File: src/rtl/i2c_bus_conditioner.sv
`default_nettype none
// ============================================================================
//  Module      : i2c_bus_conditioner
//  Description : I2C slave front end. Synchronises the raw SCL/SDA pins,
//                rejects glitches with a per-line stability filter and
//                derives clean levels, SCL edge strobes, START/STOP strobes
//                and the bus-busy state used by the slave protocol FSM.
//  Ports       : clk, rst (async, active-high)
//                scl_ai, sda_ai          raw asynchronous pins
//                scl_o, sda_o            filtered levels
//                scl_rise_o, scl_fall_o  1-cycle SCL edge strobes
//                start_o, stop_o         1-cycle START / STOP strobes
//                busy_o                  high between START and STOP
//                timeout_o               1-cycle SCL-stuck-low strobe
//  Options     : define I2C_TIMEOUT_EN to build the SCL-low timeout; without
//                it timeout_o is tied low and TIMEOUT_CYCLES is ignored.
//  Revision    : 1.0 - initial release
// ============================================================================
module i2c_bus_conditioner #(
    parameter int FILTER_LEN     = 3,
    parameter int TIMEOUT_CYCLES = 100000
) (
    input  logic clk,
    input  logic rst,
    input  logic scl_ai,
    input  logic sda_ai,
    output logic scl_o,
    output logic sda_o,
    output logic scl_rise_o,
    output logic scl_fall_o,
    output logic start_o,
    output logic stop_o,
    output logic busy_o,
    output logic timeout_o
);

    localparam int CNT_W = $clog2(FILTER_LEN + 1);

    localparam logic [0:0] ST_IDLE = 1'b0;
    localparam logic [0:0] ST_BUSY = 1'b1;

    generate
        if (FILTER_LEN < 1 || TIMEOUT_CYCLES < 1) begin : g_param_check
            $error("i2c_bus_conditioner: FILTER_LEN and TIMEOUT_CYCLES must be >= 1");
        end
    endgenerate

    // Line index 0 = SCL, 1 = SDA.
    logic [1:0] pins;
    logic [1:0] lvl_q;       // accepted (filtered) levels
    logic [1:0] lvl_d;       // levels accepted at the next edge
    logic [1:0] cnt_zero;    // filter counter idle, synced value agrees with level

    assign pins = {sda_ai, scl_ai};

    // ------------------------------------------------------------------------
    // Per-line synchroniser and stability filter. The counter tallies
    // consecutive synced samples that disagree with the accepted level; once
    // FILTER_LEN of them have been seen, one further disagreeing sample makes
    // the new level stick. Any agreeing sample restarts the tally.
    // ------------------------------------------------------------------------
    generate
        for (genvar g = 0; g < 2; g++) begin : g_line
            logic             s1_q;
            logic             s2_q;
            logic             filt_q;
            logic             filt_d;
            logic [CNT_W-1:0] cnt_q;
            logic [CNT_W-1:0] cnt_d;

            always_comb begin
                filt_d = filt_q;
                cnt_d  = '0;
                if (s2_q != filt_q) begin
                    if (cnt_q == CNT_W'(FILTER_LEN)) begin
                        filt_d = s2_q;
                    end else begin
                        cnt_d = cnt_q + 1'b1;
                    end
                end
            end

            // Everything resets high: an idle I2C bus is pulled up.
            always_ff @(posedge clk or posedge rst) begin
                if (rst) begin
                    s1_q   <= 1'b1;
                    s2_q   <= 1'b1;
                    filt_q <= 1'b1;
                    cnt_q  <= '0;
                end else begin
                    s1_q   <= pins[g];
                    s2_q   <= s1_q;
                    filt_q <= filt_d;
                    cnt_q  <= cnt_d;
                end
            end

            assign lvl_q[g]    = filt_q;
            assign lvl_d[g]    = filt_d;
            assign cnt_zero[g] = (cnt_q == '0);
        end
    endgenerate

    // ------------------------------------------------------------------------
    // Event detection. Strobes are computed from the level change about to be
    // accepted so they register on the same edge as the new level.
    // ------------------------------------------------------------------------
    logic scl_chg;
    logic rise_d, fall_d, start_d, stop_d;
    logic rise_q, fall_q, start_q, stop_q;
    logic armed_q, armed_d;
    logic [0:0] state_q, state_d;
    logic force_idle;        // timeout abort of the current transfer

    assign scl_chg = (lvl_d[0] != lvl_q[0]);
    assign rise_d  = ~lvl_q[0] &  lvl_d[0];
    assign fall_d  =  lvl_q[0] & ~lvl_d[0];
    // SDA edges only count as START/STOP with SCL high and steady; a
    // simultaneous SCL change is reported as an SCL edge alone.
    assign start_d = armed_q & lvl_q[0] & ~scl_chg &  lvl_q[1] & ~lvl_d[1];
    assign stop_d  = armed_q & lvl_q[0] & ~scl_chg & ~lvl_q[1] &  lvl_d[1];

    // START/STOP stay masked until the bus has been observed idle and quiet,
    // so a reset in the middle of a transfer cannot fabricate a condition.
    always_comb begin
        armed_d = armed_q | (lvl_q[0] & lvl_q[1] & cnt_zero[0] & cnt_zero[1]);
        if (force_idle) begin
            armed_d = 1'b0;
        end
    end

    always_comb begin
        state_d = state_q;
        if (force_idle) begin
            state_d = ST_IDLE;
        end else begin
            case (state_q)
                ST_IDLE: if (start_q) state_d = ST_BUSY;
                ST_BUSY: begin
                    if (start_q) begin
                        state_d = ST_BUSY;
                    end else if (stop_q) begin
                        state_d = ST_IDLE;
                    end
                end
                default: state_d = ST_IDLE;
            endcase
        end
    end

    always_ff @(posedge clk or posedge rst) begin
        if (rst) begin
            rise_q  <= 1'b0;
            fall_q  <= 1'b0;
            start_q <= 1'b0;
            stop_q  <= 1'b0;
            armed_q <= 1'b0;
            state_q <= ST_IDLE;
        end else begin
            rise_q  <= rise_d;
            fall_q  <= fall_d;
            start_q <= start_d;
            stop_q  <= stop_d;
            armed_q <= armed_d;
            state_q <= state_d;
        end
    end

`ifdef I2C_TIMEOUT_EN
    // ------------------------------------------------------------------------
    // SCL-stuck-low watchdog: counts busy cycles with SCL low, fires once at
    // TIMEOUT_CYCLES and then saturates until SCL rises or the bus idles.
    // ------------------------------------------------------------------------
    localparam int TO_W = $clog2(TIMEOUT_CYCLES + 1);

    logic [TO_W-1:0] to_cnt_q, to_cnt_d;
    logic            timeout_q, timeout_d;

    always_comb begin
        to_cnt_d  = to_cnt_q;
        timeout_d = 1'b0;
        if ((state_q != ST_BUSY) || lvl_q[0]) begin
            to_cnt_d = '0;
        end else if (to_cnt_q != TO_W'(TIMEOUT_CYCLES)) begin
            to_cnt_d  = to_cnt_q + 1'b1;
            timeout_d = (to_cnt_q == TO_W'(TIMEOUT_CYCLES - 1));
        end
    end

    always_ff @(posedge clk or posedge rst) begin
        if (rst) begin
            to_cnt_q  <= '0;
            timeout_q <= 1'b0;
        end else begin
            to_cnt_q  <= to_cnt_d;
            timeout_q <= timeout_d;
        end
    end

    assign force_idle = timeout_q;
    assign timeout_o  = timeout_q;
`else
    assign force_idle = 1'b0;
    assign timeout_o  = 1'b0;
`endif

    assign scl_o      = lvl_q[0];
    assign sda_o      = lvl_q[1];
    assign scl_rise_o = rise_q;
    assign scl_fall_o = fall_q;
    assign start_o    = start_q;
    assign stop_o     = stop_q;
    assign busy_o     = (state_q == ST_BUSY);

endmodule
`default_nettype wire
File: config.mk
export PLATFORM = sky130hd
export DESIGN_NAME = i2c_bus_conditioner
export DESIGN_NICKNAME = d
export VERILOG_FILES = /design/src/rtl/i2c_bus_conditioner.sv
export SDC_FILE = /design/constraint.sdc
export NUM_CORES = 1
export LEC_CHECK = 0
export CAP_MARGIN = 0
export CORE_MARGIN = 4
export CORE_UTILIZATION = 44
export CTS_BUF_LIST = sky130_fd_sc_hd__clkbuf_4 sky130_fd_sc_hd__clkbuf_8
export DETAILED_ROUTE_END_ITERATION = 10
export PLACE_DENSITY = 0.69
export SLEW_MARGIN = 20
export SYNTH_ARGS = -nofsm -noshare
export SYNTH_HDL_FRONTEND = slang
export SYNTH_SLANG_ARGS = --single-unit
File: constraint.sdc
create_clock -name clk -period 1.7 [get_ports clk]
set_input_delay 0.255 -clock clk [delete_from_list [all_inputs] [get_ports clk]]
set_output_delay 0.255 -clock clk [all_outputs]
set_load 0.05 [all_outputs]
==> results.toml, run 1 <==
[die]
chipHeight_um = 45.8
dieArea_mm2 = 0.00210
core_mm2 = 0.00132
pin_count = 12
die_w_um = 45.8
start_util = 0.477
row_count = 13

[worst_setup_path]
crit_start = "g_line[0].cnt_q[0]"
critPathCaptureType = "flip-flop"
cp-start-kind = "flip-flop"
required_ns = 1.90
worstReg2RegEnd = "stop_o"
r2r_cells = 6
worstPathMaxFanout = 4
r2r-start = "g_line[0].cnt_q[0]"
critPathArrivalTime_ns = 1.71
critPathMaxStageDelay_ns = 0.41
critical_path_class = "flip-flop to flip-flop"
rrSetupSlack_ns = 0.19
path_cells = "ha_1 -> nand2_1 -> o21ai_0 -> ha_1 -> nand4_1 -> nor3b_1"
crit_slowest_cell = "dfrtp_1"
crit_top_cell = "ha_1"

[synthesis]
syn_area_um2 = 628
synthesis.nets = 56
synthCells = 46
synthDistinctLibCells = 17
ys_ff_latch = 16
ys_seq_area_frac = 0.649
avgSynthCellArea_um2 = 13.7
ys_warn_count = 0

[drt]
wl_met2_um = 417
route.met3.wl_um = 74
ant_nets = 0
firstDrtPassIters = 1
drt_iter0_drc = 0
vias_per_cell = 4.88
vias = 366
post-route-drc-count = 0
wl_um = 872
drt-met1-wl_um = 359
top_layer = "met4"
wl_per_cell_um = 11.6

[global_route]
grtUsageTotal = 0.109
antenna_found_initial = 0
grt_pass1_vias = 385
grt_pass1_wl_um = 1530
grt_max_degree = 17
grt_overflow_total = 0

[cts]
post_cts_resized = 0
cts_root_buf = "clkbuf_4"
cts_setup_buffers = 0
cts.htree.levels = 1
cts_buffers = 3
cts_buffer_depth = 2
clk_pin_slew_ns = 0.09
cts_tree = "done"
clk_latency_ns = 0.27
ctsHoldBuffers = 0
cts.sinks = 16

[finish]
drive_above_1_share = 0.317
fin_util = 0.604
nNetsFinal = 71
n_antenna_cell = 0
mostFrequentLayoutCell = "dfrtp_1"
mostFrequentLayoutCells = "10 x dfrtp_1, 7 x inv_1, 6 x ha_1, 6 x dfstp_2, 5 x buf_4"
area_delta_synth_final_pct = 26.7

[sta]
hold_ws_ns = 0.339
fin_crit_ns = 1.51
finalSetupViolations = 0
max_freq_mhz = 662
slew_violations = 0
hold_viol_final = 0
worst_pin_slew_ns = 0.578
fin_crit_sh = 0.889
rsz0062_at_grt = "no"
fin_skew_ns = 0.00119
setup-tns-final_ns = 0
max_slew_margin = 0.614

[min_path]
hold_class = "primary input to asynchronous set/reset pin"

[power_and_ir_drop]
p_leak_uw = 0.000397
power.density_mw_per_mm2 = 1790
peakVddDrop_v = 0.000719
finalPower_uw = 1430

[place]
dp_hpwl_um = 687
gp_congestion = 0.641
io_buffers = 10

[job]
drv_cap = 0

[outcome]
status = "completed"
## state kept, by name, indices dropped and copies added, names as in the netlist
register,count
armed_q,1
busy_o,1
g_line.cnt_q,4
g_line.s1_q,2
g_line.s2_q,2
scl_fall_o,1
scl_o,1
scl_rise_o,1
sda_o,1
start_o,1
stop_o,1
## worst max path at each step
stage / to / slack [ns] / cells after the start
2_1_floorplan: stop_o / 0.13 / 5
3_3_place_gp: start_o / 0.22 / 6
3_5_place_dp: stop_o / 0.20 / 6
4_1_cts: scl_rise_o / 0.02 / 1
5_1_grt: stop_o / 0.07 / 6
6_report: stop_o / 0.19 / 6
## logic make-up after synthesis
kind of cell	after synthesis	synth area share
compound gates	4	0.0498
xor+xnor	2	0.0279
fa+ha+maj	6	0.120
buf+inv	8	0.0538
flops	16	0.649
mux	1	0.0179
other cells	1	0.00597
simple gates	8	0.0757
## worst max-delay path: cells and delay by family (launching register included)
kind	cells	cell delay, ns
AND/OR/NAND/NOR	3	0.40
adder cells (fa/ha/maj)	2	0.53
flip-flops	1	0.41
AO/OA/AOI/OAI	1	0.11
## synth_stat cells, drive strengths merged
library cell / n / area [um2]
a21o: 1 / 7.51
a41o: 1 / 11.3
buf: 1 / 7.51
conb: 1 / 3.75
dfrtp: 10 / 250
dfstp: 6 / 158
ha: 6 / 75.1
inv: 7 / 26.3
mux2: 1 / 11.3
nand2: 1 / 3.75
nand4: 1 / 6.26
nor2b: 2 / 12.5
nor3: 2 / 10.0
nor3b: 2 / 15.0
o21a: 1 / 7.51
o21ai: 1 / 5.00
xnor2: 2 / 17.5
## per-layer routing
metal  track usage  vias to the layer above
met1         0.118                      174
met2         0.181                       12
met5             0                        -
met3        0.0237                        4
li1              -                      176
met4        0.0852                        0
## through the flow
step	cells	worst slack, ns	area (um2)
3_3_place_gp	71	0.219	757
5_1_grt	75	0.0718	796
3_5_place_dp	71	0.202	757
6_report	75	0.189	796
4_1_cts	75	0.0164	793
2_1_floorplan	46	0.129	628
## cell type report
type / count / area (um2)
Timing Repair Buffer: 11 / 120
Tap cell: 15 / 18.8
Multi-Input combinational cell: 22 / 186
Inverter: 7 / 26.3
Fill cell: 116 / 522
Sequential cell: 16 / 408
Clock buffer: 4 / 36.3
## where the power goes
part	internal [uW]	switching, uW	total [uW]
clock network	130	108	238
registers	509	77.7	586
logic	263	340	603
total	901	526	1430
Note: power is estimated with default switching activity, not from simulation.
==> inputs of run 2 (changes only) <==
--- a/config.mk
+++ b/config.mk
@@ -5,6 +5,7 @@
 export SDC_FILE = /design/constraint.sdc
 export NUM_CORES = 1
 export LEC_CHECK = 0
+export ABC_CLOCK_PERIOD_IN_PS = 1700
 export CAP_MARGIN = 0
 export CORE_MARGIN = 4
 export CORE_UTILIZATION = 44
==> results of run 2 <==
Same layout as run 1: the final DEF is identical, and so are final timing and power.
